## src/rtl/fetch_stage_if.sv

```systemverilog
// fetch_stage_if: bundles the two handshake ports of the fetch stage.
//   imem_*  pipelined req/gnt/rvalid instruction-memory port
//           (req/addr from the stage, gnt/rvalid/rdata from memory)
//   if_*    valid/ready instruction port towards decode
// Handshake semantics: a request transfers when imem_req && imem_gnt
// in the same cycle; once raised, imem_req and imem_addr stay stable
// until granted unless a flush intervenes. A response arrives as a
// one-cycle imem_rvalid pulse, in request order, at least one cycle
// after its grant. An instruction transfers to decode when
// if_valid && if_ready; if_instr/if_pc hold while if_valid && !if_ready.
// modport master: the fetch stage. modport slave: memory + decode side.
interface fetch_stage_if;
  logic        imem_req;
  logic [31:0] imem_addr;
  logic        imem_gnt;
  logic        imem_rvalid;
  logic [31:0] imem_rdata;
  logic        if_valid;
  logic        if_ready;
  logic [31:0] if_instr;
  logic [31:0] if_pc;

  modport master (
    output imem_req, imem_addr, if_valid, if_instr, if_pc,
    input  imem_gnt, imem_rvalid, imem_rdata, if_ready
  );

  modport slave (
    input  imem_req, imem_addr, if_valid, if_instr, if_pc,
    output imem_gnt, imem_rvalid, imem_rdata, if_ready
  );
endinterface

```

## src/rtl/fetch_stage.sv

```systemverilog
// fetch_stage: instruction-fetch stage between the PC and decode.
// Turns pc_addr into requests on the imem port, holds the PC with
// pc_stall until a request is granted, pairs returned words with their
// fetch address in a 2-entry buffer and offers them to decode. flush
// (taken jump) empties the buffer and discards in-flight responses.
// Ports:
//   clk        clock, rising edge
//   rst        asynchronous active-low reset
//   pc_addr    current PC value (also the request address)
//   pc_stall   hold the PC this cycle
//   flush      jump taken this cycle
//   bus        fetch_stage_if.master (imem_* and if_* handshakes)
//   dbg_outst  in-flight request count
//   dbg_count  buffered instruction count
//   dbg_drop   responses still to be discarded
module fetch_stage (
  input  logic          clk,
  input  logic          rst,
  input  logic [31:0]   pc_addr,
  output logic          pc_stall,
  input  logic          flush,
  fetch_stage_if.master bus,
  output logic [1:0]    dbg_outst,
  output logic [1:0]    dbg_count,
  output logic [1:0]    dbg_drop
);
  // Total credits: in-flight requests plus buffered instructions.
  localparam int DEPTH = 2;

  logic [1:0]  outst;
  logic [1:0]  count;
  logic [1:0]  drop;

  // Address FIFO of granted requests, used to tag each response.
  logic [31:0] afifo [2];
  logic        a_wp, a_rp;

  // Instruction buffer of {pc, instr}.
  logic [31:0] buf_pc    [2];
  logic [31:0] buf_instr [2];
  logic        b_wp, b_rp;

  logic        pop;
  logic        grant;
  logic        resp;
  logic        wr;
  logic        rd;
  logic [2:0]  credit_used;

  assign pop  = bus.if_valid && bus.if_ready;
  // A pop this cycle frees a credit immediately, so a full buffer with
  // decode accepting still requests every cycle.
  assign credit_used = {1'b0, outst} + {1'b0, count} - {2'b0, pop};

  // Gated by rst so no request is raised while held in reset.
  assign bus.imem_req  = rst && !flush && (credit_used < 3'(DEPTH));
  assign bus.imem_addr = pc_addr;
  assign grant    = bus.imem_req && bus.imem_gnt;
  assign pc_stall = !flush && !grant;

  // A response with nothing outstanding is spurious and ignored.
  assign resp = bus.imem_rvalid && (outst != 2'd0);
  // The word arriving in a flush cycle is discarded along with the rest.
  assign wr   = resp && (drop == 2'd0) && !flush;
  assign rd   = pop && !flush;

  assign bus.if_valid = (count != 2'd0);
  assign bus.if_instr = buf_instr[b_rp];
  assign bus.if_pc    = buf_pc[b_rp];

  assign dbg_outst = outst;
  assign dbg_count = count;
  assign dbg_drop  = drop;

  always_ff @(posedge clk or negedge rst) begin
    if (!rst) begin
      outst        <= 2'd0;
      count        <= 2'd0;
      drop         <= 2'd0;
      a_wp         <= 1'b0;
      a_rp         <= 1'b0;
      b_wp         <= 1'b0;
      b_rp         <= 1'b0;
      afifo[0]     <= 32'd0;
      afifo[1]     <= 32'd0;
      buf_pc[0]    <= 32'd0;
      buf_pc[1]    <= 32'd0;
      buf_instr[0] <= 32'd0;
      buf_instr[1] <= 32'd0;
    end else begin
      // The address FIFO tracks memory traffic and ignores flush:
      // dropped responses still retire their FIFO entry.
      outst <= outst + {1'b0, grant} - {1'b0, resp};
      if (grant) begin
        afifo[a_wp] <= pc_addr;
        a_wp        <= ~a_wp;
      end
      if (resp) begin
        a_rp <= ~a_rp;
      end

      if (flush) begin
        count <= 2'd0;
        b_wp  <= 1'b0;
        b_rp  <= 1'b0;
        // No grant in a flush cycle, so everything still outstanding
        // after this edge is stale; any earlier drop is a subset of it.
        drop  <= outst - {1'b0, resp};
      end else begin
        if (resp && (drop != 2'd0)) begin
          drop <= drop - 2'd1;
        end
        if (wr) begin
          buf_pc[b_wp]    <= afifo[a_rp];
          buf_instr[b_wp] <= bus.imem_rdata;
          b_wp            <= ~b_wp;
        end
        if (rd) begin
          b_rp <= ~b_rp;
        end
        count <= count + {1'b0, wr} - {1'b0, rd};
      end
    end
  end
endmodule

```

## src/flat_wrapper.sv

```systemverilog
// flat-port wrapper written by rule: the top's interface ports become plain ports
module fetch_stage_flat 
  (clk, rst, pc_addr, pc_stall, flush, dbg_outst, dbg_count, dbg_drop, bus_imem_req, bus_imem_addr, bus_if_valid, bus_if_instr, bus_if_pc, bus_imem_gnt, bus_imem_rvalid, bus_imem_rdata, bus_if_ready);
  fetch_stage_if bus_i ();
  input  logic clk;
  input  logic rst;
  input  logic [31:0] pc_addr;
  output logic pc_stall;
  input  logic flush;
  output logic [1:0] dbg_outst;
  output logic [1:0] dbg_count;
  output logic [1:0] dbg_drop;
  output wire logic [$bits(bus_i.imem_req)-1:0] bus_imem_req;
  output wire logic [$bits(bus_i.imem_addr)-1:0] bus_imem_addr;
  output wire logic [$bits(bus_i.if_valid)-1:0] bus_if_valid;
  output wire logic [$bits(bus_i.if_instr)-1:0] bus_if_instr;
  output wire logic [$bits(bus_i.if_pc)-1:0] bus_if_pc;
  input wire logic [$bits(bus_i.imem_gnt)-1:0] bus_imem_gnt;
  input wire logic [$bits(bus_i.imem_rvalid)-1:0] bus_imem_rvalid;
  input wire logic [$bits(bus_i.imem_rdata)-1:0] bus_imem_rdata;
  input wire logic [$bits(bus_i.if_ready)-1:0] bus_if_ready;
  assign bus_imem_req = bus_i.imem_req;
  assign bus_imem_addr = bus_i.imem_addr;
  assign bus_if_valid = bus_i.if_valid;
  assign bus_if_instr = bus_i.if_instr;
  assign bus_if_pc = bus_i.if_pc;
  assign bus_i.imem_gnt = bus_imem_gnt;
  assign bus_i.imem_rvalid = bus_imem_rvalid;
  assign bus_i.imem_rdata = bus_imem_rdata;
  assign bus_i.if_ready = bus_if_ready;
  fetch_stage u_core (.clk(clk), .rst(rst), .pc_addr(pc_addr), .pc_stall(pc_stall), .flush(flush), .bus(bus_i), .dbg_outst(dbg_outst), .dbg_count(dbg_count), .dbg_drop(dbg_drop));
endmodule
```

## config.mk

```make
export PLATFORM = sky130hd
export DESIGN_NAME = fetch_stage_flat
export DESIGN_NICKNAME = d
export VERILOG_FILES = /design/src/rtl/fetch_stage_if.sv /design/src/rtl/fetch_stage.sv /design/src/flat_wrapper.sv
export SDC_FILE = /design/constraint.sdc
export NUM_CORES = 1
export LEC_CHECK = 0
export BUFFER_PORTS_ARGS = -buffer_cell sky130_fd_sc_hd__buf_4
export CORE_UTILIZATION = 60
export DETAILED_ROUTE_END_ITERATION = 12
export HOLD_SLACK_MARGIN = 0.15
export PLACE_DENSITY = 0.95
export SYNTH_ARGS = -nofsm -noshare
export SYNTH_HDL_FRONTEND = slang
export SYNTH_SLANG_ARGS = --single-unit
```

## constraint.sdc

```tcl
create_clock -name clk -period 9.2 [get_ports clk]
set_clock_uncertainty 0.2 [all_clocks]
set_input_delay 0.46 -clock clk [delete_from_list [all_inputs] [get_ports clk]]
set_output_delay 0.46 -clock clk [all_outputs]
set_load 0.01 [all_outputs]
```

==> run_results.csv <==
group,metric,value,unit
logic_synthesis,synth_top_cell_by_area,"dfrtp_1",
logic_synthesis,yosysTopAreaCellShare,54.7,%
floorplanning,io_pins,175,
grt,grt_pass1_wl,33.5,mm
grt,grt_start_max_net_pins,78,
finish,layout.cells.non_filler,1018,
timing,rsz0062_at_grt,"no",
cts,cts_sinks,202,
drt,first_iter_violations,244,
setup_path,worstPathMaxFanout,5,
logic_synthesis,synthCells,610,
placed_design,dp.cells,916,
cts,h-tree-depth,1,
power,ir_drop,0.229,mV
job,cap_violations,0,
drt,drt_pass1_iterations,4,
run_status,status,"finished clean",
setup_path,crit_type,"register to output pin",
min_path,min_from,"bus_imem_rvalid",
timing,post-route-min-period,3.98,ns
cts,cts_buffers,21,
logic_synthesis,synthTopCellsByArea,"dfrtp_1 55%, mux2_2 31%, mux2_4 4.9%",
logic_synthesis,synth_cell_type_count,32,
setup_path,r2r_start,"u_core.dbg_count[1]",
placed_design,hpwl,12.3,mm
logic_synthesis,yosysMostFrequentCell,"mux2_2",
setup_path,critPathArrivalTime,3.32,ns
setup_path,critPathLaunchType,"register",
timing,max_freq,251,MHz
drt,post_drt_via_cell_ratio,5.58,
grt,grtUsageTotal,26.7,%
power,powerDensity,318,nW/um^2
floorplanning,start_util,61.1,%
logic_synthesis,synth_fp_nets,687,
timing,period_share,43.3,%
grt,first_global_vias,6468,
finish,n_antenna_cell,0,
floorplanning,die_area,15900,um^2
finish,finalInstanceArea,11800,um^2
timing,finalMaxSlewViolations,0,
placed_design,placed_area,10400,um^2
logic_synthesis,yosysSeqAreaShare,54.7,%
logic_synthesis,ys_warn_count,0,
floorplanning,core_area,15100,um^2
drt,wl_met1,8.29,mm
drt,drc,0,
grt,antenna_found_initial,0,
floorplanning,die_h,126,um
cts,ctsRootBufferMaster,"clkbuf_16",
finish,fin_util,77.8,%
logic_synthesis,synth_edf_count,0,
floorplanning,die_w,126,um
logic_synthesis,synth-seq-cells,202,
cts,clock_path_buffers,3,
min_path,hp-class,"input port to register",
timing,relSlewSlack,36.7,%
power,p_leak,0.00586,uW
finish,areaGrowthSynthToFinish,27.4,%
setup_path,worstPathRequired,8.54,ns
drt,dr_wl_met3,949,um
timing,fin_tns_setup,0,ns
drt,vias,5682,
timing,finalHoldViolCount,0,
grt,grt-ovfl-total,0,
cts,cts_tree,"yes",
logic_synthesis,async_flop_share,100,%
finish,final_net_count,894,
drt,totalWireLength,20.7,mm
cts,worstSkewPairLatency,0.48,ns
drt,highest_layer,"met4",
drt,detail-route-antenna-nets,0,
drt,wl_met2,10.9,mm
floorplanning,row_count,45,
placed_design,portBuffers,174,
timing,worst_pin_slew,0.949,ns
placed_design,place_congestion,0.765,
logic_synthesis,syn_area,9250,um^2
finish,drive_gt1_share,60.5,%
timing,finalSetupViolCount,0,
setup_path,crit_path_start,"u_core.dbg_count[1]",
logic_synthesis,ys_top_cells_by_count,"252 x mux2_2, 202 x dfrtp_1, 44 x buf_4",
logic_synthesis,ys.flop_type,"dfrtp_1",
drt,wl_per_cell,20.4,um
setup_path,crit_path_end_kind,"output pin",
cts,cts.clk_slew.worst_paths,0.06,ns
logic_synthesis,avgSynthCellArea,15.2,um^2
state kept, by name, summed over array words and instances, names as in the netlist:
signal	cells
u_core.a_rp	1
u_core.a_wp	1
u_core.afifo	64
u_core.b_rp	1
u_core.b_wp	1
u_core.buf_instr	64
u_core.buf_pc	64
u_core.dbg_count	2
u_core.dbg_drop	2
u_core.dbg_outst	2
layout by cell type, fill, tap and decap left out, types with 2 or more instances in the layout:
master           n
mux2_2         252
mux2_4          30
inv_1           10
o21ai_0          3
dfrtp_2          2
nor3_1           2
xor2_1           4
clkbuf_8         6
clkinv_2         3
buf_4          181
nor2_1           7
dlygate4sd3_1   66
mux2_1           6
bufinv_16        2
ha_1             6
nand2_1          2
clkbuf_1         5
dfrtp_1        200
xnor2_1          6
clkbuf_16       21
power breakdown:
part           internal [uW]  leakage, uW  switching [uW]  total (uW)
sequential              1280      0.00263             256        1540
combinational            835      0.00289             528        1360
clock                    515     0.000341             333         849
total                   2630      0.00586            1120        3750
cells by family (layout without fill, tap and decap cells):
kind of cell | after synthesis | count (layout) | share of synthesized area [%]
xor gates and xnor gates | 10 | 10 | 0.947
buffers and inverters | 74 | 294 | 5.10
DFF | 202 | 202 | 54.7
AOI/OAI and AO/OA | 7 | 7 | 0.460
adders and majority gates | 7 | 7 | 1.03
and+or+nand+nor | 22 | 22 | 1.52
muxes | 288 | 288 | 36.3
layout make-up:
cell class	instances	area, um^2
Clock buffer	31	613
Clock inverter	5	75.1
Fill cell	813	3360
Inverter	10	37.5
Multi-Input combinational cell	334	3730
Sequential cell	202	5060
Tap cell	188	235
Timing Repair Buffer	248	2030
worst max-delay path, cell delays in order, from the launching register on:
cell      delay [ns]
dfrtp_1         0.42
o21ai_0         0.38
inv_1           0.11
ha_1            0.29
nand2b_1        0.18
fa_1            0.41
xnor2_1         0.49
nor2_1          0.23
nor2_1          0.18
buf_4           0.15
worst paths after layout:
| path | depth (start not counted) | to | slack [ns] |
|---|---|---|---|
| max in group asynchronous | 3 | u_core.a_rp | 7.15 |
| worst max register to register | 9 | u_core.afifo[31] | 5.41 |
| worst max-delay path | 9 | pc_stall | 5.22 |
| worst min register to register | 1 | u_core.afifo[37] | 0.29 |
| worst min-delay path | 4 | u_core.b_wp | 0.23 |
| min in group asynchronous | 2 | u_core.buf_pc[22] | 0.29 |
per-stage QoR:
step                total power, uW  setup WS (ns)  hold WS [ns]
floorplan                      2350           6.05       -0.0356
global placement               2740           5.75         0.234
detailed placement             2850           5.54         0.241
CTS                            3740           5.33         0.205
global route                   3940           5.08         0.244
finish                         3750           5.22         0.228
metal layers:
metal	GRT usage, %	up-vias
met1	32.2	2932
met5	0	-
li1	-	2530
met2	47.7	165
met4	9.43	0
met3	5.10	55
what timing repair did:
action | 4_1_cts | 5_1_grt
resized for setup | 0 | 0
endpoints found under the hold margin | 184 | 0
setup buffers | 0 | 0
hold buffers | 66 | 0
Note: power is estimated with default switching activity, not from simulation.
